### config.mk
export PLATFORM = sky130hd
export DESIGN_NAME = dist_ram_port_arbiter
export DESIGN_NICKNAME = d
export VERILOG_FILES = /design/src/rtl/dist_ram_port_arbiter.sv
export SDC_FILE = /design/constraint.sdc
export NUM_CORES = 1
export LEC_CHECK = 0
export BUFFER_PORTS_ARGS = -buffer_cell sky130_fd_sc_hd__buf_2
export CAP_MARGIN = 10
export CORE_AREA = 2 2 86 88
export DETAILED_ROUTE_END_ITERATION = 16
export DIE_AREA = 0 0 88 90
export PLACE_DENSITY = 0.68
export SLEW_MARGIN = 10
export SYNTH_ARGS = -nofsm -noshare
export SYNTH_HDL_FRONTEND = slang
export SYNTH_SLANG_ARGS = --single-unit
### constraint.sdc
create_clock -name clk -period 2.5 [get_ports clk]
set_clock_uncertainty 0.15 [all_clocks]
set_input_delay 0.5 -clock clk [delete_from_list [all_inputs] [get_ports clk]]
set_output_delay 0.5 -clock clk [all_outputs]
set_load 0.02 [all_outputs]
### src/rtl/dist_ram_port_arbiter.sv
// Two-port round-robin front end for a 32x32 registered-output distributed RAM.
// Zero-fills the RAM after reset, then grants one access per cycle with 1-cycle read latency.
module dist_ram_port_arbiter #(
  parameter int ADDR_W         = 6,
  parameter int DATA_W         = 32,
  parameter int DEPTH          = 32,
  parameter bit CLEAR_ON_RESET = 1'b1
) (
  input  logic              clk,
  input  logic              rst_n,
  input  logic              r0_req,
  input  logic              r0_we,
  input  logic [ADDR_W-1:0] r0_addr,
  input  logic [DATA_W-1:0] r0_wdata,
  output logic              r0_gnt,
  output logic              r0_rvalid,
  output logic [DATA_W-1:0] r0_rdata,
  input  logic              r1_req,
  input  logic              r1_we,
  input  logic [ADDR_W-1:0] r1_addr,
  input  logic [DATA_W-1:0] r1_wdata,
  output logic              r1_gnt,
  output logic              r1_rvalid,
  output logic [DATA_W-1:0] r1_rdata,
  output logic [ADDR_W-1:0] ram_a,
  output logic [DATA_W-1:0] ram_d,
  output logic              ram_we,
  output logic              ram_qspo_ce,
  output logic              ram_qspo_srst,
  input  logic [DATA_W-1:0] ram_qspo,
  output logic              busy
);

  typedef enum logic {S_CLEAR, S_RUN} state_t;

  localparam logic [ADDR_W:0]   DEPTH_W = DEPTH[ADDR_W:0];
  localparam logic [ADDR_W-1:0] LAST_A  = DEPTH_W[ADDR_W-1:0] - ADDR_W'(1);

  state_t            state, state_nxt;
  logic [ADDR_W-1:0] clr_cnt, clr_cnt_nxt;
  logic              rr_last, rr_nxt;
  logic              rv0_q, rv1_q, rv0_nxt, rv1_nxt;

  logic              sel_we;
  logic [ADDR_W-1:0] sel_addr;
  logic [DATA_W-1:0] sel_wdata;
  logic              in_range;

  always_comb begin
    sel_we    = r1_gnt ? r1_we    : r0_we;
    sel_addr  = r1_gnt ? r1_addr  : r0_addr;
    sel_wdata = r1_gnt ? r1_wdata : r0_wdata;
    in_range  = ({1'b0, sel_addr} < DEPTH_W);
  end

  always_comb begin
    state_nxt     = state;
    clr_cnt_nxt   = clr_cnt;
    rr_nxt        = rr_last;
    rv0_nxt       = 1'b0;
    rv1_nxt       = 1'b0;
    r0_gnt        = 1'b0;
    r1_gnt        = 1'b0;
    ram_a         = '0;
    ram_d         = '0;
    ram_we        = 1'b0;
    ram_qspo_ce   = 1'b0;
    ram_qspo_srst = 1'b0;
    if (!rst_n) begin
      ram_qspo_srst = 1'b1;
    end else begin
      case (state)
        S_CLEAR: begin
          ram_we        = 1'b1;
          ram_a         = clr_cnt;
          ram_qspo_srst = 1'b1;
          clr_cnt_nxt   = clr_cnt + ADDR_W'(1);
          if (clr_cnt == LAST_A) state_nxt = S_RUN;
        end
        default: begin
          // On a tie the port that did not win last time goes first.
          r0_gnt = r0_req & (~r1_req | rr_last);
          r1_gnt = r1_req & (~r0_req | ~rr_last);
          if (r0_gnt | r1_gnt) begin
            rr_nxt = r1_gnt;
            ram_a  = sel_addr;
            if (sel_we) begin
              ram_d  = sel_wdata;
              ram_we = in_range;
            end else begin
              // Out-of-range reads clear the output register so they return zero.
              ram_qspo_ce   = 1'b1;
              ram_qspo_srst = ~in_range;
              rv0_nxt       = r0_gnt;
              rv1_nxt       = r1_gnt;
            end
          end
        end
      endcase
    end
  end

  always_ff @(posedge clk) begin
    if (!rst_n) begin
      state   <= CLEAR_ON_RESET ? S_CLEAR : S_RUN;
      clr_cnt <= '0;
      rr_last <= 1'b1;
      rv0_q   <= 1'b0;
      rv1_q   <= 1'b0;
    end else begin
      state   <= state_nxt;
      clr_cnt <= clr_cnt_nxt;
      rr_last <= rr_nxt;
      rv0_q   <= rv0_nxt;
      rv1_q   <= rv1_nxt;
    end
  end

  // Gating with rst_n hides a pending read response as soon as reset is asserted.
  assign r0_rvalid = rv0_q & rst_n;
  assign r1_rvalid = rv1_q & rst_n;
  assign r0_rdata  = ram_qspo;
  assign r1_rdata  = ram_qspo;
  assign busy      = (state == S_CLEAR);

endmodule

==> impl_metrics.yaml <==
die:
  top_level_ports: 224
  core-area_um2: 7020
  std_cell_rows: 31
  floorplan.die.width_um: 88
  floorplan.die_area_um2: 7920
  start_util: 0.2506
  chipHeight_um: 90
routing:
  drt_drc_violations_left: 0
  dr_wl_met2_mm: 2.935
  wire_per_inst_um: 15.04
  highest-signal-layer: "met4"
  dr_wl_met3_um: 802
  totalWireLength_mm: 6.180
  routed_via_density: 4.818
  wl_met1_mm: 2.332
  detail_route.first_pass.iterations: 4
  detail-route-antenna-nets: 0
  detailroute.via_count: 1980
  drt-initial-drc-count: 67
synth:
  synth_seq_cells: 10
  synth_compound_gate_area_share: 0.1828
  synth-simple-area-share: 0.2923
  post_synth_inst_count: 256
  synth_enable_flop_cells: 0
  yosys.cell_types.count: 34
  synth_top_family_by_area: "buffers and inverters"
  synthDominantAreaCellType: "sky130_fd_sc_hd__buf_4"
  syn-mean-instance-area_um2: 6.872
  synth.yosys.seq_area_share: 0.1138
  synth_top_flop_cell: "sky130_fd_sc_hd__dfxtp_1"
  yosys.area_share.xor_xnor: 0.01991
  synth.top_cells.by_area: "sky130_fd_sc_hd__buf_4 (29%), sky130_fd_sc_hd__dfxtp_1 (11%), sky130_fd_sc_hd__nand4_1 (11%), sky130_fd_sc_hd__nand2_1 (8.1%), sky130_fd_sc_hd__o21ai_1 (6.8%)"
  share_of_synthesized_flip_flops_with_an_asynchronous_set_or_reset: 0
  synth.area.mux_share: 0.03414
  adder_cell_share_of_the_synthesized_area: 0.007112
  number_of_warning_messages_in_the_yosys_log: 0
  syn-cell-area_um2: 1759
  synth_fp_nets: 371
  area_fraction_of_the_dominant_cell_type_after_synthesis: 0.2859
finish:
  final_design_area_no_fill_um2: 2074
  fin_nets: 428
  areaGrowthSynthToFinish_pct: 17.92
  layout-drive-gt1-share: 0.4840
  antennaDiodeCount: 0
  layout.core_utilization: 0.2955
critical_path:
  regToRegStartpoint: "clr_cnt[1]$_SDFFE_PN0N_"
  critical_path_depth: 6
  startpoint_types: "input port"
  rr_worst_depth: 3
  r2r-end: "state$_SDFF_PN0_"
  cp_endpoint_kind: "output pin"
  worst_ep_arrival_time_ns: 1.70
  crit_path_max_fanout: 35
  critical_path_class: "in -> out"
  timing.critical_path.to: "ram_qspo_ce"
  path_delay_family: "buffers and inverters"
  setup.reg_to_reg.worst_slack_ns: 1.06
  worst-path-buf-inv: 3
  cp_slowest_stage_delay_ns: 0.30
  crit_slowest_cell: "sky130_fd_sc_hd__o31ai_1"
  worstPathRequired_ns: 1.85
  crit_chain: "buf_2 > and2_1 > and2_1 > buf_12 > o31ai_1 > buf_2"
  worstSetupStartpoint: "rst_n"
timing:
  layout_worst_path_cycle_share: 0.9420
  final_max_slew_viol_count: 0
  setup_viol: 0
  fin_crit_ns: 2.355
  tightestPinTransition_ns: 0.3683
  fmax_ghz: 0.4246
  rsz0062_at_grt: "no"
  fin_setup_tns_ns: 0
  worst_slew_margin_rel: 0.7540
  report.final.hold_viol_count: 0
cts:
  clk_path_buf_depth: 2
  clkLatencyLatePin_ns: 0.24
  clockRootBuffer: "sky130_fd_sc_hd__clkbuf_8"
  cts.htree.levels: 1
  cts.sinks: 10
  tritoncts: "yes"
  clkTransAtPathRegs_ns: 0.05
  buffers_inserted_by_post_cts_timing_repair: 0
  ctsResizeCount: 0
  cts-buffers-inserted: 3
  post_cts_hold_buffer_count: 0
global_routing:
  via_count_of_the_first_global_routing_pass: 1818
  largest_net_degree_at_the_start_of_global_routing: 36
  groute.usage.overall: 0.1438
  grt_pass1_wl_mm: 9.190
  antenna_found_initial: 0
  grt_overflow: 0
placement:
  numPortBuffers: 127
  gp_congestion: 0.8979
  placed_area_um2: 2019
  hpwlAfterDp_mm: 5.042
power:
  seq_power_share: 0.340
  power.density_nw_per_um2: 241.5
  sw_frac_of_total: 0.2665
  power.share.combinational: 0.244
  cell_internal_power_uw: 367.5
  p_sw_uw: 133.5
  power.share.clock: 0.417
  vdd_ir_drop_max_mv: 0.2354
  leakagePower_uw: 0.0009997
flow_run:
  drv.max_cap_violation_count: 0
run_status:
  run_status: "completed"
hold_path:
  worst_hold_path_type: "reg -> reg"
==> flip-flops by register name, summed over array words and instances (netlist names) <==
signal,flops
clr_cnt,6
rr_last,1
rv0_q,1
rv1_q,1
state,1
==> worst min-delay path by stage <==
stage | from | to | slack [ns] | depth (start not counted)
3_3_place_gp | clr_cnt[5]$_SDFFE_PN0N_ | clr_cnt[5]$_SDFFE_PN0N_ | 0.34 | 2
5_1_grt | r0_we | rv0_q$_SDFF_PP0_ | 0.36 | 2
3_5_place_dp | clr_cnt[5]$_SDFFE_PN0N_ | clr_cnt[5]$_SDFFE_PN0N_ | 0.35 | 2
2_1_floorplan | clr_cnt[5]$_SDFFE_PN0N_ | clr_cnt[5]$_SDFFE_PN0N_ | 0.31 | 2
6_report | clr_cnt[5]$_SDFFE_PN0N_ | clr_cnt[5]$_SDFFE_PN0N_ | 0.35 | 2
4_1_cts | r0_we | rv0_q$_SDFF_PP0_ | 0.35 | 2
==> logic make-up (layout without fill, tap and decap cells) <==
| group | Yosys count | after routing |
|---|---|---|
| AOI/OAI and AO/OA | 51 | 51 |
| xor gates and xnor gates | 4 | 4 |
| adders and majority gates | 1 | 1 |
| buffers and inverters | 87 | 143 |
| DFF | 10 | 10 |
| muxes | 6 | 6 |
| and+or+nand+nor | 97 | 97 |
==> area by class of cell <==
cell class | instances | area [µm²]
multi-input cells | 159 | 943.4
inverters | 3 | 11.26
clock buffers | 4 | 55.05
fillers | 814 | 4946
well taps | 99 | 123.9
repair buffers | 136 | 740.7
flip-flops and latches | 10 | 200.2
==> power by group through the flow <==
stage	Combinational, µW	Clock, µW	Sequential, µW
final	122	209	170
after global routing	134	219	171
after CTS	122	211	170
after detailed placement	121	0	173
after global placement	121	0	173
after floorplan	193	0	172
==> Yosys cell counts (5+ instances only) <==
master,count
sky130_fd_sc_hd__buf_4,67
sky130_fd_sc_hd__nand2_1,38
sky130_fd_sc_hd__nand4_1,32
sky130_fd_sc_hd__o21ai_1,24
sky130_fd_sc_hd__dfxtp_1,10
sky130_fd_sc_hd__o21ai_0,8
sky130_fd_sc_hd__o21ai_2,8
sky130_fd_sc_hd__nor2_1,7
sky130_fd_sc_hd__buf_2,6
sky130_fd_sc_hd__mux2i_1,6
sky130_fd_sc_hd__clkbuf_1,5
==> cell usage in the layout (no fill, tap or decap) <==
| master | synthesis | final |
|---|---|---|
| sky130_fd_sc_hd__a21boi_4 | 1 | 1 |
| sky130_fd_sc_hd__a32oi_1 | 1 | 1 |
| sky130_fd_sc_hd__nand4b_1 | 3 | 3 |
| sky130_fd_sc_hd__or4_1 | 1 | 1 |
| sky130_fd_sc_hd__clkbuf_8 | 0 | 4 |
| sky130_fd_sc_hd__ha_1 | 1 | 1 |
| sky130_fd_sc_hd__nand2_1 | 38 | 38 |
| sky130_fd_sc_hd__o2111a_1 | 2 | 2 |
| sky130_fd_sc_hd__and3_1 | 1 | 1 |
| sky130_fd_sc_hd__a21oi_1 | 4 | 4 |
| sky130_fd_sc_hd__dfxtp_1 | 10 | 10 |
| sky130_fd_sc_hd__xnor2_1 | 1 | 1 |
| sky130_fd_sc_hd__buf_4 | 67 | 6 |
| sky130_fd_sc_hd__o21ai_1 | 24 | 24 |
| sky130_fd_sc_hd__nand2b_1 | 1 | 1 |
| sky130_fd_sc_hd__nor3_2 | 1 | 1 |
| sky130_fd_sc_hd__mux2i_1 | 6 | 6 |
| sky130_fd_sc_hd__nand3b_1 | 3 | 3 |
| sky130_fd_sc_hd__or4b_1 | 1 | 1 |
| sky130_fd_sc_hd__buf_2 | 6 | 127 |
| sky130_fd_sc_hd__nor2b_1 | 2 | 2 |
| sky130_fd_sc_hd__o21ai_2 | 8 | 8 |
| sky130_fd_sc_hd__a31oi_1 | 1 | 1 |
| sky130_fd_sc_hd__inv_1 | 3 | 3 |
| sky130_fd_sc_hd__nor2_1 | 7 | 7 |
| sky130_fd_sc_hd__buf_12 | 0 | 3 |
| sky130_fd_sc_hd__or3b_2 | 1 | 1 |
| sky130_fd_sc_hd__o21ai_0 | 8 | 8 |
| sky130_fd_sc_hd__xor2_1 | 3 | 3 |
| sky130_fd_sc_hd__nand3_1 | 2 | 2 |
| sky130_fd_sc_hd__o31ai_1 | 2 | 2 |
| sky130_fd_sc_hd__nand4_1 | 32 | 32 |
| sky130_fd_sc_hd__and2_1 | 4 | 4 |
==> worst reg2reg max path, delay by kind of cell (launching register included) <==
family	cells	cell delay (ns)
and+or+nand+nor	1	0.46
DFF	1	0.41
adders and majority gates	1	0.21
AOI/OAI and AO/OA	1	0.14
==> routing by layer <==
| layer | vias to the layer above | global-route usage |
|---|---|---|
| met5 | - | 0 |
| met4 | 0 | 0.04359 |
| met3 | 12 | 0.06061 |
| met2 | 132 | 0.2355 |
| met1 | 882 | 0.1683 |
| li1 | 954 | - |
==> through the flow <==
stage | hold WS (ns) | total power [µW] | worst slack (ns) | std cells
final | 0.3491 | 501.0 | 0.1450 | 411
after global routing | 0.3618 | 523.9 | 0.05317 | 411
after CTS | 0.3526 | 502.8 | 0.1157 | 411
after detailed placement | 0.3473 | 294.7 | 0.1152 | 407
after global placement | 0.3401 | 293.9 | 0.2100 | 407
after floorplan | 0.3108 | 364.3 | 0.2277 | 256
Note: power is estimated with default switching activity, not from simulation.
